==> src/rtl/fp_div_iter.sv <==
// fp_div_iter: iterative float32 divider, radix-2 restoring, one quotient bit per cycle.
// Truncating (round-toward-zero); subnormal operands are flushed to zero.
module fp_div_iter (
    input  logic        clk,
    input  logic        rst_n,
    input  logic        start,
    input  logic [31:0] A,
    input  logic [31:0] B,
    output logic        busy,
    output logic        done,
    output logic [31:0] result,
    output logic        overflow,
    output logic        underflow,
    output logic        div_by_zero,
    output logic        invalid
);
    typedef enum logic [1:0] {IDLE, DIV, NORM} state_t;

    state_t      state_q, state_d;
    logic [31:0] a_q, a_d, b_q, b_d, result_q, result_d;
    logic [25:0] r_q, r_d;
    logic [24:0] qt_q, qt_d;
    logic [4:0]  cnt_q, cnt_d;
    logic        busy_q, busy_d, done_q, done_d;
    logic        ovf_q, ovf_d, unf_q, unf_d, dbz_q, dbz_d, inv_q, inv_d;

    logic        ge;
    logic [25:0] fb;
    logic        a_zero, b_zero, a_inf, b_inf, a_nan, b_nan, sign;
    logic signed [9:0] e;

    // Any zero, inf or NaN operand bypasses the divide loop.
    function automatic logic special(input logic [31:0] a, input logic [31:0] b);
        return (a[30:23] == 8'd0) || (a[30:23] == 8'hFF) || (b[30:23] == 8'd0) || (b[30:23] == 8'hFF);
    endfunction

    always_comb begin
        fb     = {3'b001, b_q[22:0]};
        ge     = r_q >= fb;
        sign   = a_q[31] ^ b_q[31];
        a_zero = a_q[30:23] == 8'd0;
        b_zero = b_q[30:23] == 8'd0;
        a_inf  = a_q[30:23] == 8'hFF && a_q[22:0] == 23'd0;
        b_inf  = b_q[30:23] == 8'hFF && b_q[22:0] == 23'd0;
        a_nan  = a_q[30:23] == 8'hFF && a_q[22:0] != 23'd0;
        b_nan  = b_q[30:23] == 8'hFF && b_q[22:0] != 23'd0;
        e      = $signed({2'b00, a_q[30:23]}) - $signed({2'b00, b_q[30:23]})
                 + (qt_q[24] ? 10'sd127 : 10'sd126);
    end

    always_comb begin
        state_d  = state_q;
        a_d      = a_q;
        b_d      = b_q;
        r_d      = r_q;
        qt_d     = qt_q;
        cnt_d    = cnt_q;
        busy_d   = busy_q;
        done_d   = 1'b0;
        result_d = result_q;
        ovf_d    = ovf_q;
        unf_d    = unf_q;
        dbz_d    = dbz_q;
        inv_d    = inv_q;
        case (state_q)
            IDLE: if (start) begin
                a_d     = A;
                b_d     = B;
                busy_d  = 1'b1;
                r_d     = {3'b001, A[22:0]};
                qt_d    = '0;
                cnt_d   = '0;
                state_d = special(A, B) ? NORM : DIV;
            end
            DIV: begin
                r_d     = (ge ? r_q - fb : r_q) << 1;
                qt_d    = {qt_q[23:0], ge};
                cnt_d   = cnt_q + 5'd1;
                state_d = (cnt_q == 5'd24) ? NORM : DIV;
            end
            NORM: begin
                done_d  = 1'b1;
                busy_d  = 1'b0;
                state_d = IDLE;
                ovf_d   = 1'b0;
                unf_d   = 1'b0;
                dbz_d   = 1'b0;
                inv_d   = 1'b0;
                if (a_nan || b_nan || (a_zero && b_zero) || (a_inf && b_inf)) begin
                    result_d = 32'h7FC00000;
                    inv_d    = 1'b1;
                end else if (b_zero) begin
                    result_d = {sign, 8'hFF, 23'd0};
                    dbz_d    = 1'b1;
                end else if (a_inf) begin
                    result_d = {sign, 8'hFF, 23'd0};
                end else if (a_zero || b_inf) begin
                    result_d = {sign, 31'd0};
                end else if (e >= 10'sd255) begin
                    result_d = {sign, 8'hFF, 23'd0};
                    ovf_d    = 1'b1;
                end else if (e <= 10'sd0) begin
                    result_d = {sign, 31'd0};
                    unf_d    = 1'b1;
                end else begin
                    result_d = {sign, e[7:0], qt_q[24] ? qt_q[23:1] : qt_q[22:0]};
                end
            end
            default: state_d = IDLE;
        endcase
    end

    always_ff @(posedge clk or negedge rst_n) begin
        if (!rst_n) begin
            state_q  <= IDLE;
            a_q      <= '0;
            b_q      <= '0;
            r_q      <= '0;
            qt_q     <= '0;
            cnt_q    <= '0;
            busy_q   <= 1'b0;
            done_q   <= 1'b0;
            result_q <= '0;
            ovf_q    <= 1'b0;
            unf_q    <= 1'b0;
            dbz_q    <= 1'b0;
            inv_q    <= 1'b0;
        end else begin
            state_q  <= state_d;
            a_q      <= a_d;
            b_q      <= b_d;
            r_q      <= r_d;
            qt_q     <= qt_d;
            cnt_q    <= cnt_d;
            busy_q   <= busy_d;
            done_q   <= done_d;
            result_q <= result_d;
            ovf_q    <= ovf_d;
            unf_q    <= unf_d;
            dbz_q    <= dbz_d;
            inv_q    <= inv_d;
        end
    end

    assign busy        = busy_q;
    assign done        = done_q;
    assign result      = result_q;
    assign overflow    = ovf_q;
    assign underflow   = unf_q;
    assign div_by_zero = dbz_q;
    assign invalid     = inv_q;
endmodule
==> config.mk <==
export PLATFORM = sky130hd
export DESIGN_NAME = fp_div_iter
export DESIGN_NICKNAME = d
export VERILOG_FILES = /design/src/rtl/fp_div_iter.sv
export SDC_FILE = /design/constraint.sdc
export NUM_CORES = 1
export LEC_CHECK = 0
export BUFFER_PORTS_ARGS = -buffer_cell sky130_fd_sc_hd__buf_2
export CAP_MARGIN = 25
export CORE_MARGIN = 2
export CORE_UTILIZATION = 40
export CTS_CLUSTER_SIZE = 8
export DETAILED_ROUTE_END_ITERATION = 12
export PLACE_DENSITY = 0.54
export SLEW_MARGIN = 40
export SYNTH_ARGS = -nofsm -noshare
export SYNTH_HDL_FRONTEND = slang
export SYNTH_SLANG_ARGS = --single-unit
==> constraint.sdc <==
create_clock -name clk -period 4.1 [get_ports clk]
set_input_delay 0 -clock clk [delete_from_list [all_inputs] [get_ports clk]]
set_output_delay 0 -clock clk [all_outputs]
set_load 0.02 [all_outputs]
# Word-level counts from Yosys, hierarchy flattened
# Index checks and enable logic that the tools add are counted.
[classes]
n_addsub = 4
multipliers = 0
bitwise_logic = 1
n_eq_ne = 8
div_mod_pow = 0
n_shift = 0
n_mux = 36
order_cmp = 3
reduce_logical = 27
[op_table]
columns = ["operator", "n"]
rows = [
  ["2-to-1 mux 31 bit", 5],
  ["case mux 26 bit (2 select lines)", 1],
  ["2-to-1 mux 25 bit", 2],
  ["case mux 25 bit (2 select lines)", 1],
  ["logical NOT 23 bit", 2],
  ["nonzero test 23 bit", 2],
  ["== test 8 bit, second input constant", 4],
  ["logical NOT 8 bit", 4],
  ["2-to-1 mux 32 bit", 1],
  [">= comparator 26 x 24 -> 1 bit", 1],
  ["2-to-1 mux 26 bit", 1],
  ["subtractor 25 x 24 -> 25 bit", 1],
  ["2-to-1 mux 23 bit", 1],
  ["2-to-1 mux 1 bit", 17],
  ["adder 9 x 8 -> 10 bit", 1],
  [">= comparator 10 x 9 -> 1 bit, second input constant", 1],
  ["less-or-equal comparator 10 x 1 -> 1 bit, second input constant", 1],
  ["case mux 5 bit (2 select lines)", 1],
  ["subtractor 8 x 8 -> 9 bit", 1],
  ["logical OR 1 bit", 7],
  ["logical AND 1 bit", 6],
  ["2-to-1 mux 2 bit", 3],
  ["AND reduction 2 bit", 3],
  ["adder 5 x 1 -> 5 bit, second input constant", 1],
  ["10 further kinds", 11],
]
[totals]
n_memories = 0
output_inout_bits = 38
inputBits = 67
regBits = 160
mem_bits_rw = 0
latch_bits = 0
rom_bits = 0

# Logic depth before layout (Yosys ltp)
[logic_depth]
depth_word = 9
mapped_depth = 14
mapped_depth_nobuf = 13

# Worst setup path before layout
# No wires, ideal clock.
[synth_timing]
kind = "register to register"
from = "register a_q[23]"
to = "register result_q[12] (netlist: result[12])"
path_slack_ns = 1.219
t_arrival_ns = 2.760
path_stages_with_launch = 15
period_less_slack_ns = 2.881
path_cell_list = "dfrtp_1 > inv_1 > ha_1 > inv_1 > fa_1 > inv_1 > ha_1 > xnor2_1 > or3b_1 > nor2_1 > a31oi_1 > o21a_1 > o221ai_2 > buf_4 > o21ai_1"
[synth_between]
elab_chain_cells = 9
[synth_lines]
columns = ["item", "line_no", "source"]
rows = [
  ["start, declared", "20", "logic [31:0] a_q, a_d, b_q, b_d, result_q, result_d;"],
  ["start signal, assigned", "116", "a_q <= '0;"],
  ["start signal, assigned", "130", "a_q <= a_d;"],
  ["subtractor 8 x 8 -> 9 bit", "47", "e = $signed({2'b00, a_q[30:23]}) - $signed({2'b00, b_q[30:23]})"],
  ["adder 9 x 8 -> 10 bit", "48", "+ (qt_q[24] ? 10'sd127 : 10'sd126);"],
  ["less-or-equal comparator 10 x 1 -> 1 bit", "102", "end else if (e <= 10'sd0) begin"],
  ["2-to-1 mux 31 bit", "102", ""],
  ["2-to-1 mux 31 bit", "99", "end else if (e >= 10'sd255) begin"],
  ["2-to-1 mux 31 bit", "97", "end else if (a_zero || b_inf) begin"],
  ["2-to-1 mux 31 bit", "95", "end else if (a_inf) begin"],
  ["2-to-1 mux 31 bit", "92", "end else if (b_zero) begin"],
  ["2-to-1 mux 32 bit *", "89", "if (a_nan || b_nan || (a_zero && b_zero) || (a_inf && b_inf)) begin"],
  ["end signal, assigned", "137", "result_q <= result_d;"],
  ["end, declared", "20", ""],
]
# Every way passes the cells marked *; elsewhere a longest branch is shown, timed or not.
# A chain may end at the register's enable or synchronous reset.

# Worst setup path after layout
[layout_timing]
from = "register a_q[23]"
to = "register result_q[7] (netlist: result[7])"
# The elaborated chain is that of the path after synthesis.

==> flow_metrics.py <==
metrics = {
    "timing": {
        "holdWs_ns": 0.0235,
        "finalHoldViolations": 0,
        "timing.final.crit_period_ns": 3.53,
        "finalCritPeriodShare": 0.862,
        "grt_setup_unrepaired": "false",
        "drv_slew": 0,
        "setup_violations": 0,
        "worst_pin_slew_ns": 0.717,
        "clock.fmax_ghz": 0.283,
        "setup-tns-final_ns": 0,
        "clock_skew_ns": 0.0116,
        "relSlewSlack": 0.522,
    },
    "die": {
        "chipHeight_um": 156,
        "die_w_um": 156,
        "start_util": 0.407,
        "pin_count": 105,
        "num_rows": 55,
        "coreArea_mm2": 0.0226,
        "die_area_mm2": 0.0242,
    },
    "global_route": {
        "antenna_found_initial": 0,
        "grt_max_degree": 77,
        "grt_overflow": 0,
        "grt_pass1_wl_um": 41500,
        "gr-usage-all-layers": 0.217,
        "grt_pass1_vias": 7977,
    },
    "worst_setup_path": {
        "path_cells": "inv_1 -> ha_1 -> inv_1 -> fa_1 -> inv_1 -> ha_1 -> xnor2_1 -> nand3b_1 -> a211oi_1 -> o211ai_1 -> and3_1 -> o221ai_4 -> o21ai_1",
        "r2r_slack_ns": 0.57,
        "path_class": "register to register",
        "crit_slowest_cell": "o221ai_4",
        "critPathLaunchType": "register",
        "cp_slowest_stage_delay_ns": 0.58,
        "critPathMostFrequentCell": "inv_1",
        "crit_cells": 13,
        "reg2reg_depth": 13,
        "path_max_fanout": 22,
        "path_buf_inv": 3,
        "cp-end-kind": "register",
        "crit_family": "compound AO/OA/AOI/OAI gates",
        "startpoint": "a_q[23]",
        "r2r-start": "a_q[23]",
        "crit_arrival_ns": 3.82,
        "cp_data_required_time_ns": 4.38,
    },
    "logic_synthesis": {
        "syn_inst": 1051,
        "async_reset_ff_frac": 1.00,
        "synth_ff_type": "dfrtp_1",
        "syn_avg_cell_area_um2": 8.75,
        "syn_area_mm2": 0.00919,
        "synth-seq-area-share": 0.435,
        "synth_cell_types": 74,
        "yosysWarnings": 0,
        "synth-edff-count": 0,
        "syn_nets": 1155,
        "yosys_register_bits": 160,
    },
    "layout": {
        "nets": 1300,
        "fillers": 2164,
        "final_area_mm2": 0.0112,
        "final_layout_size_suffix_gt1_frac": 0.146,
        "syn_to_final_growth_pct": 22.0,
        "register_area_mm2": 0.00400,
        "multiInputGateArea_mm2": 0.00483,
        "diodes": 0,
    },
    "power_and_ir_drop": {
        "ir_worst_vdd_uv": 444,
        "cellLeakagePower_nw": 5.19,
        "power_density_mw_per_mm2": 964,
    },
    "clock_network": {
        "ctsResizeCount": 0,
        "cts.clk_slew.worst_paths_ns": 0.08,
        "h-tree-depth": 4,
        "numCtsBuffers": 17,
        "cts_root_buf": "clkbuf_16",
        "post_cts_buffers": 0,
        "insertion_delay_ns": 0.43,
        "cts_tree": "yes",
        "clock_path_buffers": 2,
        "cts_sinks": 160,
    },
    "place": {
        "dp_hpwl_um": 17100,
        "gp_congestion": 0.871,
        "placed_area_mm2": 0.00997,
        "port_buffers": 104,
    },
    "worst_hold_path": {
        "hold_path_depth": 4,
        "min_path_type": "primary input to register",
        "hold_start": "start",
    },
    "drt": {
        "drt_first_pass_iters": 5,
        "vias": 7992,
        "drc_errors": 0,
        "viasPerCell": 5.35,
        "wirelength_um": 25100,
        "drt-initial-drc-count": 482,
        "wl_per_cell_um": 16.8,
        "detail-route-antenna-nets": 0,
    },
    "outcome": {
        "status": "finished clean",
    },
    "run": {
        "cap_violations": 0,
    },
}
## flip-flops by register name, indices dropped and copies added (netlist names)
name	count
r_q	26
done	1
result	32
busy	1
invalid	1
underflow	1
div_by_zero	1
b_q	32
overflow	1
cnt_q	5
state_q	2
qt_q	25
a_q	32
## layout make-up
type	instances	area share
Sequential cell	160	0.357
Multi-Input combinational cell	788	0.431
Clock buffer	19	0.0395
Tap cell	285	0.0318
Clock inverter	13	0.0129
Timing Repair Buffer	178	0.111
Inverter	51	0.0171
## power by group
part           internal (W)  switching, W  total, W
Combinational       0.00261       0.00381   0.00642
Sequential          0.00224      0.000536   0.00278
Clock              0.000877      0.000733   0.00161
## final timing paths
path / to
worst max-delay path: result[7]
worst min-delay path: state_q[0]
worst max register to register: result[7]
worst min register to register: busy
max in group asynchronous: a_q[9]
min in group asynchronous: result[31]
## worst register-to-register path, cell delays in order (launching register included)
cell and delay [ns]:
dfrtp_1 0.39, inv_1 0.08, ha_1 0.17, inv_1 0.05, fa_1 0.52, inv_1 0.06, ha_1 0.25, xnor2_1 0.29
nand3b_1 0.13, a211oi_1 0.22, o211ai_1 0.19, and3_1 0.26, o221ai_4 0.58, o21ai_1 0.19
## cell usage after synthesis, drive strengths merged, types with 6 or more instances
cell / n / area [µm²]
nand2: 261 / 982
dfrtp: 160 / 4000
o21ai: 87 / 435
inv: 51 / 191
nor2: 43 / 161
clkbuf: 39 / 146
nand3: 38 / 190
ha: 35 / 438
a21oi: 27 / 154
mux2i: 27 / 270
o211ai: 24 / 180
xnor2: 17 / 164
nand4: 16 / 100
nor4: 15 / 93.8
nor3: 14 / 92.6
xor2: 14 / 138
a21o: 13 / 97.6
a31oi: 13 / 87.6
buf: 13 / 61.3
a21boi: 12 / 101
o31ai: 11 / 82.6
a22oi: 9 / 67.6
and2: 8 / 50.1
and3: 8 / 50.1
nor2b: 6 / 37.5
o22ai: 6 / 50.0
or3: 6 / 37.5
or4: 6 / 48.8
## routing by layer
metal / track usage / vias up / wire length, µm
met1: 0.288 / 3832 / 11800
met2: 0.371 / 140 / 12200
met5: 0 / - / 0
li1: - / 4001 / -
met4: 0.0537 / 0 / 332
met3: 0.0350 / 19 / 776
## repair_timing
item,4_1_cts,5_1_grt
endpoints found under the setup margin,0,0
hold buffers,65,0
endpoints found under the hold margin,154,0
## layout by cell type (no fill, tap or decap), drive strengths merged, types with 15 or more instances in the layout
| cell | instances |
|---|---|
| dfrtp | 160 |
| nor4 | 15 |
| buf | 113 |
| nor2 | 43 |
| a21oi | 27 |
| o21ai | 87 |
| dlygate4sd3 | 65 |
| ha | 35 |
| nand4 | 16 |
| o211ai | 24 |
| clkbuf | 19 |
| mux2i | 27 |
| nand2 | 261 |
| inv | 57 |
| xnor2 | 17 |
| nand3 | 38 |
## through the flow
step / std cells / total power (W) / util / setup WS [ns]
3_3_place_gp: 1397 / 0.00908 / 0.441 / 0.481
6_report: 1494 / 0.0108 / 0.497 / 0.565
2_1_floorplan: 1051 / 0.00769 / - / 1.22
4_1_cts: 1494 / 0.0108 / 0.497 / 0.550
3_5_place_dp: 1397 / 0.00915 / 0.442 / 0.562
5_1_grt: 1494 / 0.0118 / 0.497 / 0.278
## logic make-up (layout without fill, tap and decap cells)
family,Yosys count,in the layout,synth area share
flip-flops,160,160,0.435
adder cells (fa/ha/maj),37,37,0.0520
AO/OA/AOI/OAI,256,256,0.193
XOR/XNOR,31,31,0.0328
AND/OR/NAND/NOR,437,437,0.214
multiplexers,27,27,0.0294
buffers and inverters,103,261,0.0434
Power figures use the tool's default switching activity.
